[src/rtl/l1_mem_arbiter_pkg.sv]
// Shared CPU parameters for the L1 memory arbiter: FSM states, line geometry
// defaults and data-side access size encodings.
package l1_mem_arbiter_pkg;

    typedef enum logic [1:0] {
        ST_IDLE,
        ST_IC_FILL,
        ST_DC_ACC,
        ST_RESP
    } arb_state_t;

    localparam int unsigned DEF_RSZ    = 32;
    localparam int unsigned DEF_CL_LEN = 32;
    localparam int unsigned BEATS      = DEF_CL_LEN * 8 / DEF_RSZ;

    localparam logic [2:0] SZ_B = 3'd1;
    localparam logic [2:0] SZ_H = 3'd2;
    localparam logic [2:0] SZ_W = 3'd4;

    // Unsupported sizes and misaligned halfword/word accesses are rejected.
    function automatic logic access_fault(input logic [2:0] size, input logic [1:0] offset);
        case (size)
            SZ_B:    return 1'b0;
            SZ_H:    return offset[0];
            SZ_W:    return offset != 2'b00;
            default: return 1'b1;
        endcase
    endfunction

endpackage

[src/rtl/l1_mem_arbiter_lane_align.sv]
// Byte-lane steering for stores and right-justify/extend for loads on a
// 32-bit memory word; purely combinational.
module l1_lane_align
    import l1_mem_arbiter_pkg::*;
(
    input  logic [1:0]  offset,
    input  logic [2:0]  size,
    input  logic        zero_ext,
    input  logic [31:0] wr_data,
    input  logic [31:0] rd_data,
    output logic [3:0]  be,
    output logic [31:0] wr_lane,
    output logic [31:0] ld_data,
    output logic        fault
);

    logic [4:0]  shamt;
    logic [31:0] rd_shift;

    always_comb begin
        shamt    = {offset, 3'b000};
        wr_lane  = wr_data << shamt;
        rd_shift = rd_data >> shamt;
        fault    = access_fault(size, offset);
        be       = '0;
        ld_data  = '0;
        case (size)
            SZ_B: begin
                be      = 4'b0001 << offset;
                ld_data = zero_ext ? {24'h0, rd_shift[7:0]}
                                   : {{24{rd_shift[7]}}, rd_shift[7:0]};
            end
            SZ_H: begin
                be      = 4'b0011 << offset;
                ld_data = zero_ext ? {16'h0, rd_shift[15:0]}
                                   : {{16{rd_shift[15]}}, rd_shift[15:0]};
            end
            SZ_W: begin
                be      = 4'hF;
                ld_data = rd_shift;
            end
            default: ;
        endcase
    end

endmodule

[src/rtl/l1_mem_arbiter.sv]
// Arbitrates I-cache line fills and D-side loads/stores onto one 32-bit
// memory port; round-robin on ties, all outputs registered.
module l1_mem_arbiter
    import l1_mem_arbiter_pkg::*;
#(
    parameter int PC_SZ  = 32,
    parameter int RSZ    = 32,
    parameter int CL_LEN = 32
) (
    input  logic                clk_in,
    input  logic                reset_in,
    input  logic                ic_req,
    input  logic [PC_SZ-1:0]    ic_addr,
    output logic                ic_ack,
    output logic [CL_LEN*8-1:0] ic_ack_data,
    input  logic                dc_req,
    input  logic                dc_rw,
    input  logic [PC_SZ-1:0]    dc_rw_addr,
    input  logic [RSZ-1:0]      dc_wr_data,
    input  logic [2:0]          dc_size,
    input  logic                dc_zero_ext,
    output logic                dc_ack,
    output logic                dc_ack_fault,
    output logic [RSZ-1:0]      dc_ack_data,
    output logic                mem_req,
    output logic                mem_wr,
    output logic [PC_SZ-1:0]    mem_addr,
    output logic [31:0]         mem_wdata,
    output logic [3:0]          mem_be,
    input  logic                mem_ack,
    input  logic [31:0]         mem_rdata
);

    localparam int NBEATS = CL_LEN * 8 / RSZ;
    localparam int BW     = $clog2(NBEATS);
    localparam int OFF_W  = $clog2(CL_LEN);

    arb_state_t state, state_nxt;

    logic [BW-1:0]          beat;
    logic [BW-1:0]          beat_nxt;
    logic [PC_SZ-OFF_W-1:0] line_base;
    logic                   tie_last_d;
    logic                   grant_ic, grant_dc, last_beat;

    logic       d_rw, d_zext;
    logic [1:0] d_off;
    logic [2:0] d_size;

    logic [1:0]  al_off;
    logic [2:0]  al_size;
    logic        al_zext, al_fault;
    logic [3:0]  al_be;
    logic [31:0] al_wdata, al_ldata;

    logic unused_addr_bits;
    assign unused_addr_bits = ^ic_addr[OFF_W-1:0];

    // Steering sees the live request while granting, then the latched copy.
    always_comb begin
        al_off  = d_off;
        al_size = d_size;
        al_zext = d_zext;
        if (state == ST_IDLE) begin
            al_off  = dc_rw_addr[1:0];
            al_size = dc_size;
            al_zext = dc_zero_ext;
        end
    end

    l1_lane_align u_lane_align (
        .offset   (al_off),
        .size     (al_size),
        .zero_ext (al_zext),
        .wr_data  (dc_wr_data),
        .rd_data  (mem_rdata),
        .be       (al_be),
        .wr_lane  (al_wdata),
        .ld_data  (al_ldata),
        .fault    (al_fault)
    );

    // The tie pointer only moves on contested grants, so a lone request never
    // steals the next tie from the other side.
    always_comb begin
        state_nxt = state;
        grant_ic  = 1'b0;
        grant_dc  = 1'b0;
        beat_nxt  = beat + 1'b1;
        last_beat = (beat == BW'(NBEATS - 1));
        case (state)
            ST_IDLE: begin
                if (ic_req && (!dc_req || tie_last_d)) begin
                    grant_ic = 1'b1;
                end else if (dc_req) begin
                    grant_dc = 1'b1;
                end
                if (grant_ic) begin
                    state_nxt = ST_IC_FILL;
                end else if (grant_dc) begin
                    state_nxt = al_fault ? ST_RESP : ST_DC_ACC;
                end
            end
            ST_IC_FILL: if (mem_ack && last_beat) state_nxt = ST_RESP;
            ST_DC_ACC:  if (mem_ack) state_nxt = ST_RESP;
            ST_RESP:    state_nxt = ST_IDLE;
            default:    state_nxt = ST_IDLE;
        endcase
    end

    always_ff @(posedge clk_in or negedge reset_in) begin
        if (!reset_in) state <= ST_IDLE;
        else           state <= state_nxt;
    end

    always_ff @(posedge clk_in or negedge reset_in) begin
        if (!reset_in) begin
            beat         <= '0;
            line_base    <= '0;
            tie_last_d   <= 1'b1;
            d_rw         <= 1'b0;
            d_zext       <= 1'b0;
            d_off        <= '0;
            d_size       <= '0;
            ic_ack       <= 1'b0;
            ic_ack_data  <= '0;
            dc_ack       <= 1'b0;
            dc_ack_fault <= 1'b0;
            dc_ack_data  <= '0;
            mem_req      <= 1'b0;
            mem_wr       <= 1'b0;
            mem_addr     <= '0;
            mem_wdata    <= '0;
            mem_be       <= '0;
        end else begin
            ic_ack       <= 1'b0;
            dc_ack       <= 1'b0;
            dc_ack_fault <= 1'b0;
            dc_ack_data  <= '0;
            case (state)
                ST_IDLE: begin
                    if (ic_req && dc_req) tie_last_d <= grant_dc;
                    if (grant_ic) begin
                        line_base <= ic_addr[PC_SZ-1:OFF_W];
                        beat      <= '0;
                        mem_req   <= 1'b1;
                        mem_wr    <= 1'b0;
                        mem_be    <= 4'hF;
                        mem_wdata <= '0;
                        mem_addr  <= {ic_addr[PC_SZ-1:OFF_W], {OFF_W{1'b0}}};
                    end else if (grant_dc) begin
                        d_rw   <= dc_rw;
                        d_zext <= dc_zero_ext;
                        d_off  <= dc_rw_addr[1:0];
                        d_size <= dc_size;
                        if (al_fault) begin
                            dc_ack       <= 1'b1;
                            dc_ack_fault <= 1'b1;
                        end else begin
                            mem_req   <= 1'b1;
                            mem_wr    <= ~dc_rw;
                            mem_be    <= al_be;
                            mem_wdata <= al_wdata;
                            mem_addr  <= {dc_rw_addr[PC_SZ-1:2], 2'b00};
                        end
                    end
                end
                ST_IC_FILL: begin
                    if (mem_ack) begin
                        ic_ack_data[32*beat +: 32] <= mem_rdata;
                        beat     <= beat_nxt;
                        mem_addr <= {line_base, beat_nxt, 2'b00};
                        if (last_beat) begin
                            ic_ack   <= 1'b1;
                            mem_req  <= 1'b0;
                            mem_be   <= '0;
                            mem_addr <= '0;
                        end
                    end
                end
                ST_DC_ACC: begin
                    if (mem_ack) begin
                        dc_ack      <= 1'b1;
                        dc_ack_data <= d_rw ? al_ldata : '0;
                        mem_req     <= 1'b0;
                        mem_wr      <= 1'b0;
                        mem_be      <= '0;
                        mem_wdata   <= '0;
                        mem_addr    <= '0;
                    end
                end
                default: ;
            endcase
        end
    end

endmodule

[config.mk]
export PLATFORM = sky130hd
export DESIGN_NAME = l1_mem_arbiter
export DESIGN_NICKNAME = d
export VERILOG_FILES = /design/src/rtl/l1_mem_arbiter_pkg.sv /design/src/rtl/l1_mem_arbiter_lane_align.sv /design/src/rtl/l1_mem_arbiter.sv
export SDC_FILE = /design/constraint.sdc
export NUM_CORES = 1
export LEC_CHECK = 0
export ABC_AREA = 1
export BUFFER_PORTS_ARGS = -buffer_cell sky130_fd_sc_hd__buf_2
export CAP_MARGIN = 20
export CORE_MARGIN = 2
export CORE_UTILIZATION = 30
export CTS_CLUSTER_DIAMETER = 100
export CTS_CLUSTER_SIZE = 20
export DETAILED_ROUTE_END_ITERATION = 8
export GPL_TIMING_DRIVEN = 0
export SYNTH_ARGS = -nofsm -noshare
export SYNTH_HDL_FRONTEND = slang
export SYNTH_SLANG_ARGS = --single-unit
[constraint.sdc]
create_clock -name clk_in -period 3 [get_ports clk_in]
set_clock_uncertainty 0.1 [all_clocks]
set_input_delay 0.15 -clock clk_in [delete_from_list [all_inputs] [get_ports clk_in]]
set_output_delay 0.15 -clock clk_in [all_outputs]
set_load 0.02 [all_outputs]
==> impl_results.md <==
- TritonCTS clock tree: built
- Num CTS Buffers: 25
- Top Ports: 499
- Stages on the worst setup path: 14
- Slew @ Worst Pin: 801 ps
- Per-cell routed wire length: 21.1 um
- Pre-CTS setup slack: -867 ps
- DIE WIDTH: 244 um
- Synth async-reset ratio: 100%
- GR peak layer: met2
- CP max stage delay: 560 ps
- Met2 usage: 41.6%
- M1 GR Usage: 31.0%
- Clock sink count: 399
- Vias in the first global route: 16,940
- Max H-tree Level: 1
- Required @ worst endpoint: 3390 ps
- Finish-stage setup viols: 0
- Main flop type after synthesis: dfrtp_1
- Root Buffer: clkbuf_16
- GRT overflow: 0
- Starting Density: 30.2%
- Die height: 244 um
- Final ANT Viol Nets: 0
- Number of nets in the layout: 2,874
- Critical Path Slowest Stage Cell: dlygate4sd3_1
- Reg2reg start: state[0]
- Share of cells above drive strength 1: 23.4%
- Fin worst setup slack: 140 ps
- DRC Markers: 0
- Crit path to: mem_wdata[22]
- Peak VDD IR: 0.609 mV
- Clk buf depth: 3
- Syn-to-layout area delta: 33.5%
- Pre-Repair DR Iteration Count: 6
- Clk_lat worst skew: 590 ps
- Seq cells post-synth: 399
- Syn Area/Cell: 8.42 um^2
- Placed Instances: 3,321
- Met3 usage: 5.04%
- Final Hold Viols: 0
- Initial DRC Count: 1,399
- Slew HR: 46.4%
- FF-to-FF End: mem_wdata[22]
- EDFF count, synth: 0
- Yosys cell types: 35
- Final Core Density: 40.3%
- Final Instance Count excl. Fillers: 3,508
- Min Tclk post-route: 2860 ps
- Leak Pwr: 0.0126 uW
- Period utilization: 95.3%
- Core Region: 57,500 um^2
- Mapped cell area: 17,300 um^2
- Total power: 24,200 uW
- Die ar.: 59,800 um^2
- Setup CP Type: flop to flop
- Slew Limit Fails: 0
- YS warnings: 0
- FP Rows: 88
- Total track usage: 24.0%
- Critical path, cell by cell: inv_1 > ha_1 > buf_6 > nand2_1 > o21ai_2 > inv_1 > buf_2 > buf_2 > o21ai_0 > o21ai_0 > nor2_1 > dlygate4sd3_1 > nand3_1 > nand2_1
- Family with the most delay on the worst path: buffers and inverters
- Worst Setup Start Kind: flop
- Crit. End Element: flop
- Pwr dens: 1040 nW/um^2
- CP Data Arrival Time: 3250 ps
- Register area share after synthesis: 57.6%
- Worst setup startpoint: state[0]
- Port bufs: 491
- Routed via count: 17,224
- Worst Path Max Fanout: 10
- Reg2Reg Depth: 14
- Final WL: 73.9 mm
- Initial antenna violation count: 4
- Max cap viols: 0
- DR vias/cell: 4.91
- Min-delay src: dc_wr_data[21]
- RePlAce Congestion: 0.902
- Synth Instances: 2,061
- Min-delay worst type: input port to flop
- Worst Path Buf+Inv: 6
- FF-to-FF setup slack: 140 ps
- Global-route wire length before repair: 108 mm
- Outcome: completed
- Worst-path clk slew: 100 ps
- HPWL Detailed: 55.2 mm
- F_max: 350 MHz
- Largest net degree at the start of global routing: 118
==> stage by stage <==
step	hold WS [ps]	instance area (um^2)	setup TNS (ps)
6_report	43.5	23200	0
5_1_grt	79.7	23200	-2.19
4_1_cts	13.1	23100	0
3_5_place_dp	145	20900	-128920
3_3_place_gp	268	20800	-2752100
2_1_floorplan	-246	17400	0
==> synthesized netlist by cell type, types with 4 or more instances <==
library cell	count	area (um^2)
nand3_1	179	896
clkbuf_1	61	229
nor2_1	166	623
ha_1	8	100
o21ai_0	252	1260
inv_2	6	22.5
dfrtp_1	398	9960
a21oi_1	97	485
nor3_1	17	85.1
nand4_1	6	37.5
buf_6	8	90.1
nand2_2	4	25.0
o41ai_1	7	61.3
o211ai_1	10	75.1
inv_1	121	454
nand2_1	624	2340
buf_1	15	56.3
buf_4	5	37.5
buf_2	45	225
o31ai_1	8	60.1
==> layout by cell type, fill, tap and decap left out, types with 2 or more instances in the layout <==
| cell | n |
|---|---|
| nand2_1 | 623 |
| buf_2 | 530 |
| dfrtp_1 | 398 |
| o21ai_0 | 252 |
| nand3_1 | 179 |
| nor2_1 | 166 |
| dlygate4sd3_1 | 138 |
| inv_1 | 121 |
| a21oi_1 | 97 |
| clkbuf_1 | 53 |
| clkbuf_16 | 25 |
| clkbuf_2 | 19 |
| nor3_1 | 16 |
| buf_4 | 13 |
| buf_6 | 11 |
| o211ai_1 | 10 |
| buf_1 | 9 |
| o31ai_1 | 8 |
| ha_1 | 8 |
| o41ai_1 | 7 |
| nand4_1 | 6 |
| inv_2 | 6 |
| nand2_2 | 5 |
| clkbuf_4 | 4 |
| nand3_2 | 3 |
| nor2_4 | 3 |
| buf_16 | 3 |
| o22ai_1 | 2 |
| o21ai_1 | 2 |
| nor3_2 | 2 |
| clkinv_1 | 2 |
| mux2_2 | 2 |
| conb_1 | 2 |
| inv_6 | 2 |
| bufinv_16 | 2 |
==> how the worst min path moves through the flow <==
stage                 endpoint  slack, ps  depth (start not counted)
5_1_grt          mem_wdata[29]         80                          7
2_1_floorplan          beat[0]       -250                          0
4_1_cts          mem_wdata[29]         10                          7
3_3_place_gp      line_base[2]        270                          3
3_5_place_dp   ic_ack_data[21]        140                          1
6_report         mem_wdata[29]         40                          7
==> kinds of logic (layout without fill, tap and decap cells) <==
kind of cell               count (synthesis)  after routing  share of synthesized area (%)
AOI/OAI and AO/OA                        380            380                           11.4
adders and majority gates                  8              8                          0.577
buffers and inverters                    264            944                           6.51
DFF                                      399            399                           57.6
muxes                                      2              2                          0.130
other                                      1              3                         0.0216
and+or+nand+nor                         1007           1007                           23.8
==> registers in the layout, summed over array words and instances (netlist names) <==
name	cells
mem_be	4
dc_ack_data	32
mem_addr	30
d_off	2
dc_ack	1
mem_req	1
d_rw	1
mem_wdata	32
dc_ack_fault	1
d_zext	1
d_size	3
mem_wr	1
line_base	27
state	2
ic_ack_data	256
beat	3
tie_last_d	1
ic_ack	1
==> routing by layer <==
layer  wire length [um]  up-vias
met2              36000      706
met3               5830       86
met1              30700     8449
li1                   -     7979
met5                 25        -
met4               1330        4
==> worst min-delay path, delay by kind of cell <==
family	cells	cell delay, ps
AO/OA/AOI/OAI	2	210
buffers and inverters	2	180
AND/OR/NAND/NOR	3	150
==> layout make-up <==
type | instances | area (um^2)
Sequential cell | 399 | 9990
Inverter | 130 | 490
Buffer | 134 | 701
Timing Repair Buffer | 639 | 4000
Antenna cell | 1 | 2.50
Multi-Input combinational cell | 1399 | 6250
Fill cell | 5931 | 34300
Clock inverter | 6 | 105
Clock buffer | 35 | 673
Tap cell | 765 | 957
==> power by group <==
group	switching (uW)	leakage (uW)	internal [uW]
Sequential	1100	0.00519	7240
Clock	1970	0.000376	1770
Combinational	8410	0.00707	3700
Total	11500	0.0126	12700
==> timing repair <==
action,4_1_cts,5_1_grt
endpoints found under the setup margin,256,195
gates cloned,0,0
pin swaps,1,2
gates resized for setup,12,41
hold buffers,138,0
hold endpoints to repair,302,0
setup buffers,5,2
Note: power is estimated with default switching activity, not from simulation.
